===== config.mk =====
export PLATFORM = sky130hd
export DESIGN_NAME = cdud_bcd_n
export DESIGN_NICKNAME = d
export VERILOG_FILES = /design/src/rtl/cdud_pkg.sv /design/src/rtl/bcd_digit_cell.sv /design/src/rtl/cdud_bcd_n.sv
export SDC_FILE = /design/constraint.sdc
export NUM_CORES = 1
export LEC_CHECK = 0
export BUFFER_PORTS_ARGS = -buffer_cell sky130_fd_sc_hd__buf_2
export CAP_MARGIN = 20
export CORE_MARGIN = 1
export CORE_UTILIZATION = 43
export DETAILED_ROUTE_END_ITERATION = 12
export HOLD_SLACK_MARGIN = 0.12
export PLACE_DENSITY = 0.68
export SYNTH_ARGS = -nofsm -noshare
export SYNTH_HDL_FRONTEND = slang
export SYNTH_SLANG_ARGS = --single-unit
export TNS_END_PERCENT = 20

===== constraint.sdc =====
create_clock -name CLK -period 2.4 [get_ports CLK]
set_input_delay 0.12 -clock CLK [delete_from_list [all_inputs] [get_ports CLK]]
set_output_delay 0.12 -clock CLK [all_outputs]
set_load 0.01 [all_outputs]

===== src/rtl/cdud_pkg.sv =====
// Shared constants and helpers for the BCD decade counter family.
package cdud_pkg;

   localparam int         BCD_DIGIT_W = 4;
   localparam logic [3:0] BCD_NINE    = 4'h9;
   localparam int         MAX_DIGITS  = 8;

   function automatic logic is_bcd_digit(input logic [3:0] d);
      return d <= BCD_NINE;
   endfunction

   // With legal digits, the packed-nibble binary order equals decimal order.
   // Illegal digits are flagged separately, so a plain unsigned compare is enough.
   function automatic logic bcd_gt(input logic [31:0] a, input logic [31:0] b);
      return a > b;
   endfunction

   // True when the low n digits of v are all legal BCD (used on MAXVAL).
   function automatic logic bcd_all_legal(input logic [31:0] v, input int n);
      logic ok;
      ok = 1'b1;
      for (int i = 0; i < MAX_DIGITS; i++)
         if (i < n && !is_bcd_digit(v[i*BCD_DIGIT_W +: BCD_DIGIT_W])) ok = 1'b0;
      return ok;
   endfunction

endpackage


===== src/rtl/bcd_digit_cell.sv =====
// One BCD digit of the ripple chain: steps up/down when step_in is set
// and passes a carry/borrow to the next digit.
module bcd_digit_cell
   import cdud_pkg::*;
(
   input  logic [3:0] q,
   input  logic       dnup,
   input  logic       step_in,
   output logic [3:0] q_next,
   output logic       step_out
);

   // Next digit value and carry/borrow out.
   always_comb begin
      q_next   = q;
      step_out = step_in & (dnup ? (q == 4'd0) : (q == BCD_NINE));
      if (step_in) begin
         if (dnup) q_next = (q == 4'd0) ? BCD_NINE : q - 4'd1;
         else      q_next = (q == BCD_NINE) ? 4'd0 : q + 4'd1;
      end
   end

endmodule


===== src/rtl/cdud_bcd_n.sv =====
// N-digit BCD up/down counter with clear, load, cascade carry and
// programmable top count. TC is combinational for chaining into CI.
module cdud_bcd_n
   import cdud_pkg::*;
#(
   parameter int                    DIGITS = 2,
   parameter logic [4*DIGITS-1:0]   MAXVAL = {DIGITS{4'h9}}
) (
   input  logic                  CLK,
   input  logic                  CDN,
   input  logic                  CS,
   input  logic                  LD,
   input  logic [4*DIGITS-1:0]   D,
   input  logic                  EN,
   input  logic                  CI,
   input  logic                  DNUP,
   output logic [4*DIGITS-1:0]   Q,
   output logic                  TC,
   output logic                  ERR
);

   localparam int W = BCD_DIGIT_W * DIGITS;

   // Reject an illegal digit count or a non-BCD top count at elaboration.
   if (DIGITS < 1 || DIGITS > MAX_DIGITS || !bcd_all_legal(32'(MAXVAL), DIGITS)) begin : g_bad_param
      $error("cdud_bcd_n: DIGITS out of range or MAXVAL holds a non-BCD digit");
   end

   logic [W-1:0]      r_q;
   logic [W-1:0]      w_chain;
   logic [W-1:0]      w_next;
   logic [DIGITS:0]   w_step;
   logic [DIGITS-1:0] w_dig_bad;
   logic              w_err;
   logic              w_wrap;
   logic              w_cnt_en;

   assign w_step[0] = 1'b1;

   for (genvar g = 0; g < DIGITS; g++) begin : g_dig
      bcd_digit_cell u_cell (
         .q        (r_q[g*BCD_DIGIT_W +: BCD_DIGIT_W]),
         .dnup     (DNUP),
         .step_in  (w_step[g]),
         .q_next   (w_chain[g*BCD_DIGIT_W +: BCD_DIGIT_W]),
         .step_out (w_step[g+1])
      );
      assign w_dig_bad[g] = !is_bcd_digit(r_q[g*BCD_DIGIT_W +: BCD_DIGIT_W]);
   end

   assign w_err = (|w_dig_bad) | bcd_gt(32'(r_q), 32'(MAXVAL));

   // Borrow out of the top digit while counting down means every digit is 0.
   assign w_wrap   = DNUP ? w_step[DIGITS] : (r_q == MAXVAL);
   assign w_next   = w_wrap ? (DNUP ? MAXVAL : '0) : w_chain;
   assign w_cnt_en = EN & CI & ~w_err;

   // Count register: reset > clear > load > count > hold.
   always_ff @(posedge CLK) begin
      if (!CDN)          r_q <= '0;
      else if (CS)       r_q <= '0;
      else if (LD)       r_q <= D;
      else if (w_cnt_en) r_q <= w_next;
   end

   assign Q   = r_q;
   assign ERR = w_err;
   assign TC  = w_cnt_en & w_wrap;

endmodule


Yosys cells after proc, flatten, opt, wreduce, memory -nomap -nowiden:

Cells that the tools add are included.
W data, S select, Z words.

* add/sub/neg operators: 4
* reductions and logical operators: 9
* $lt $le $gt $ge: 3
* bitwise gates (word level): 7
* mux-type cells: 14
* equal/unequal tests: 3

Operators with widths (count)
* $mux W8: 4
* $mux W4: 7
* $add A4 B1 Y4 const B: 2
* $eq A4 B4 Y1 const B: 2
* $eq A8 B8 Y1 const B: 1
* $gt A8 B8 Y1 const B: 1
* $le A4 B4 Y1 const B: 2
* $logic_not A4 Y1: 2
* $sub A4 B1 Y4 const B: 2
* $and A1 B1 Y1: 4
* $reduce_or A2 Y1: 2
* $mux W1: 3
* $reduce_bool A3 Y1: 1
* $logic_not A1 Y1: 2
* $not A1 Y1: 2
* $reduce_and A2 Y1: 1
* $reduce_bool A2 Y1: 1
* $or A1 B1 Y1: 1

* input port bits: 15
* word-level logic and storage cells: 42
* bits in registers: 8

Logic depth before layout (Yosys ltp):

* depth after elaboration: 8
* gate-level depth with buffers: 7
* gate-level depth less buffers: 7

Modules after synthesis:

A second synthesis with hierarchy kept.

* cell total of the unflattened synthesis: 105
* area, all modules: 915.9 um^2

Modules (own cells, without submodules)
* cdud_bcd_n: times used 1, cells each 57, area each 550.5 um^2
* bcd_digit_cell: times used 2, cells each 24, area each 182.7 um^2

Worst setup path after synthesis:

OpenSTA, ideal clock, no wires.

* kind: reg-to-reg
* start point: reg r_q[5] (netlist: Q[5])
* end point: reg r_q[7] (netlist: Q[7])
* path buffers: 0
* cell stages (with the launch flop): 8
* slack: 336 ps
* arrival: 1968 ps
* data required time: 2305 ps
* setup time: 95 ps
* cell sequence: dfxtp_1 -> inv_1 -> ha_1 -> inv_1 -> o21ai_0 -> mux4_2 -> or4b_1 -> o311ai_1

* word-level cells in the longest chain between the ends: 8

RTL lines
* from (decl): line cdud_bcd_n.sv:29 `logic [W-1:0] r_q;`
* from (signal assigned): line cdud_bcd_n.sv:63 `else if (w_cnt_en) r_q <= w_next;`
* parallel branches: the longest is 8 deep, another holds $add A4 B1 Y4

Parallel ways; which one is timed is not known. The select of a mux whose other input is x is not followed.
A chain may end at the register's enable or synchronous reset.

Worst setup path in the final report:

Same ends and word-level chain as after synthesis.

==> out/metrics.yaml <==
antenna_left: 0
preCtsSetupSlack_ns: 0.2635
period_share_pct: 90.61
cts-resized-gates: 0
syn_to_final_growth_pct: 18.74
synth.distinct_cells: 45
clock_tree.buffer_depth: 2
critPathBufInv: 2
antennaDiodeCount: 0
die_w_um: 47.10
gp_congestion: 0.8884
dp_hpwl_um: 1674
core_area_mm2: 0.001821
leakage_nw: 0.4264
setup_ws_ns: 0.2254
worstSetupPathType: "reg -> reg"
setup.worst_path.end_class: "flip-flop"
cp.arrival_ns: 2.34
grt_pass1_wl_um: 3519
layout_commonest_cell: "buf_2"
io_pins: 25
finalSetupViolations: 0
worst_setup_path_start_kind: "flip-flop"
tightest_slew_ns: 0.4500
seqCellArea_um2: 160.2
clk_pin_slew_ns: 0.06
cts_num_sinks: 8
syn_inst: 113
synth-edff-count: 0
cp_cell_sequence: "inv_1, ha_1, inv_1, o21ai_0, mux4_2, or4b_1, o311ai_1"
grt_max_degree: 15
multi_input_area_um2: 645.6
drv_slew: 0
yosysWarningCount: 0
power.total_uw: 382.6
wirelength_um: 2218
post_drt_wl_per_cell_um: 13.69
seq_area_frac_synth_pct: 18.31
cp_data_required_time_ns: 2.57
htree_levels: 1
crit_family: "simple AND/OR/NAND/NOR gates"
num_rows: 15
root_buffer: "clkbuf_4"
drt_first_pass_iters: 4
cap_violations: 0
fin_cells: 162
syn_nets: 133
finalHoldViolations: 0
drt_iter0_drc: 29
status: "finished clean"
die_y_um: 47.10
design.die.area_mm2: 0.002218
grt_pass1_vias: 808
grtUsageTotal_pct: 22.67
ys.flop_type: "dfxtp_1"
hp-class: "in -> reg"
fin_setup_tns_ns: 0
drc_errors: 0
finalClockSkew_ns: 0.0007331
fillers: 190
crit_path_top_delay_cell: "or4b_1"
cts_setup_buffers: 0
dp.cells: 158
syn-cell-area_um2: 874.6
vias: 960
relSlewSlack_pct: 69.87
layout_common_cells: "buf_2 (24), nand2_1 (10), inv_1 (9), dfxtp_1 (8)"
clock_latency_ns: 0.26
max_freq_mhz: 459.9
min_period_ns: 2.175
async_flop_share_pct: 0
peakVddDrop_uv: 229.4
path_common_cell: "inv_1"
rsz0062_at_grt: "no"
ys_ff_latch: 8
worst-path-max-fanout: 8
port_buffers: 24
largest_reg_flops: 8
initial_core_util_pct: 48.04
cp_slowest_stage_delay_ns: 0.52
antenna_found_initial: 0
cts_tree: "yes"
powerDensity_mw_per_mm2: 368.4
nets: 159
drive_above_1_share_pct: 27.74
vias_per_cell: 5.926
grt-ovfl-total: 0
cts_inserted_buffers: 3
avgSynthCellArea_um2: 7.740
## synthesized netlist by cell type, types with 3 or more instances
library cell	number	area, um2
a31oi_1	4	25.02
nand3_1	7	35.03
nor2_1	6	22.52
clkbuf_1	3	11.26
nand2b_1	4	25.02
nand2_1	10	37.54
o2111ai_1	3	26.28
inv_1	9	33.78
o221ai_1	3	26.28
o21ai_0	7	35.03
dfxtp_1	8	160.2
ha_1	5	62.56
a21oi_1	5	25.02
## cell type report
class,instances,area share (%)
Inverter,9,3.253
Sequential cell,8,15.42
Multi-Input combinational cell,90,62.17
Tap cell,25,3.012
Timing Repair Buffer,27,13.98
Clock buffer,3,2.169
## worst register-to-register path: cells and delay by family (launching register included)
kind            cells  cell delay (ns)
simple gates        1             0.52
mux                 1             0.47
flops               1             0.46
fa+ha+maj           1             0.25
buf+inv             2             0.23
compound gates      2             0.16
## metal layers
metal	wire, um	GRT usage (%)	part of all wire [%]
met4	23	6.857	1.0
met3	139	1.154	6.3
met1	1109	33.41	50
met2	946	35.56	43
met5	0	0	0
## path summary, 6_finish.rpt
path                            startpoint  endpoint  slack [ns]  cells past startpoint
worst max register to register        Q[5]      Q[7]        0.23                      7
worst min register to register        Q[0]      Q[0]        0.58                      1
worst min-delay path                  D[5]      Q[5]        0.13                      3
worst max-delay path                  Q[5]      Q[7]        0.23                      7
## report_power, final
| group | internal (mW) | switching (mW) | leakage, nW | total (mW) |
|---|---|---|---|---|
| Combinational | 0.0545 | 0.0689 | 0.347 | 0.123 |
| Clock | 0.0574 | 0.0489 | 0.0138 | 0.106 |
| Sequential | 0.139 | 0.0137 | 0.0654 | 0.153 |
## per-stage QoR
step | utilization (%) | hold WS [ns] | cell area [um2]
global placement | 55.26 | 0.3769 | 1006
global route | 57.04 | 0.1513 | 1039
finish | 57.04 | 0.1301 | 1039
CTS | 57.04 | 0.1280 | 1039
floorplan | - | 0.2681 | 874.6
detailed placement | 55.26 | 0.3615 | 1006
## kinds of logic after synthesis
| logic type | synth area share [%] |
|---|---|
| and+or+nand+nor | 27.33 |
| AOI/OAI and AO/OA | 34.62 |
| buffers and inverters | 7.868 |
| DFF | 18.31 |
| adders and majority gates | 7.153 |
| muxes | 3.719 |
| xor gates and xnor gates | 1.002 |
## repair_timing
item	CTS	global route
endpoints found under the hold margin	1	0
hold buffers	1	0
setup endpoints to repair	0	0
Note: power is estimated with default switching activity, not from simulation.
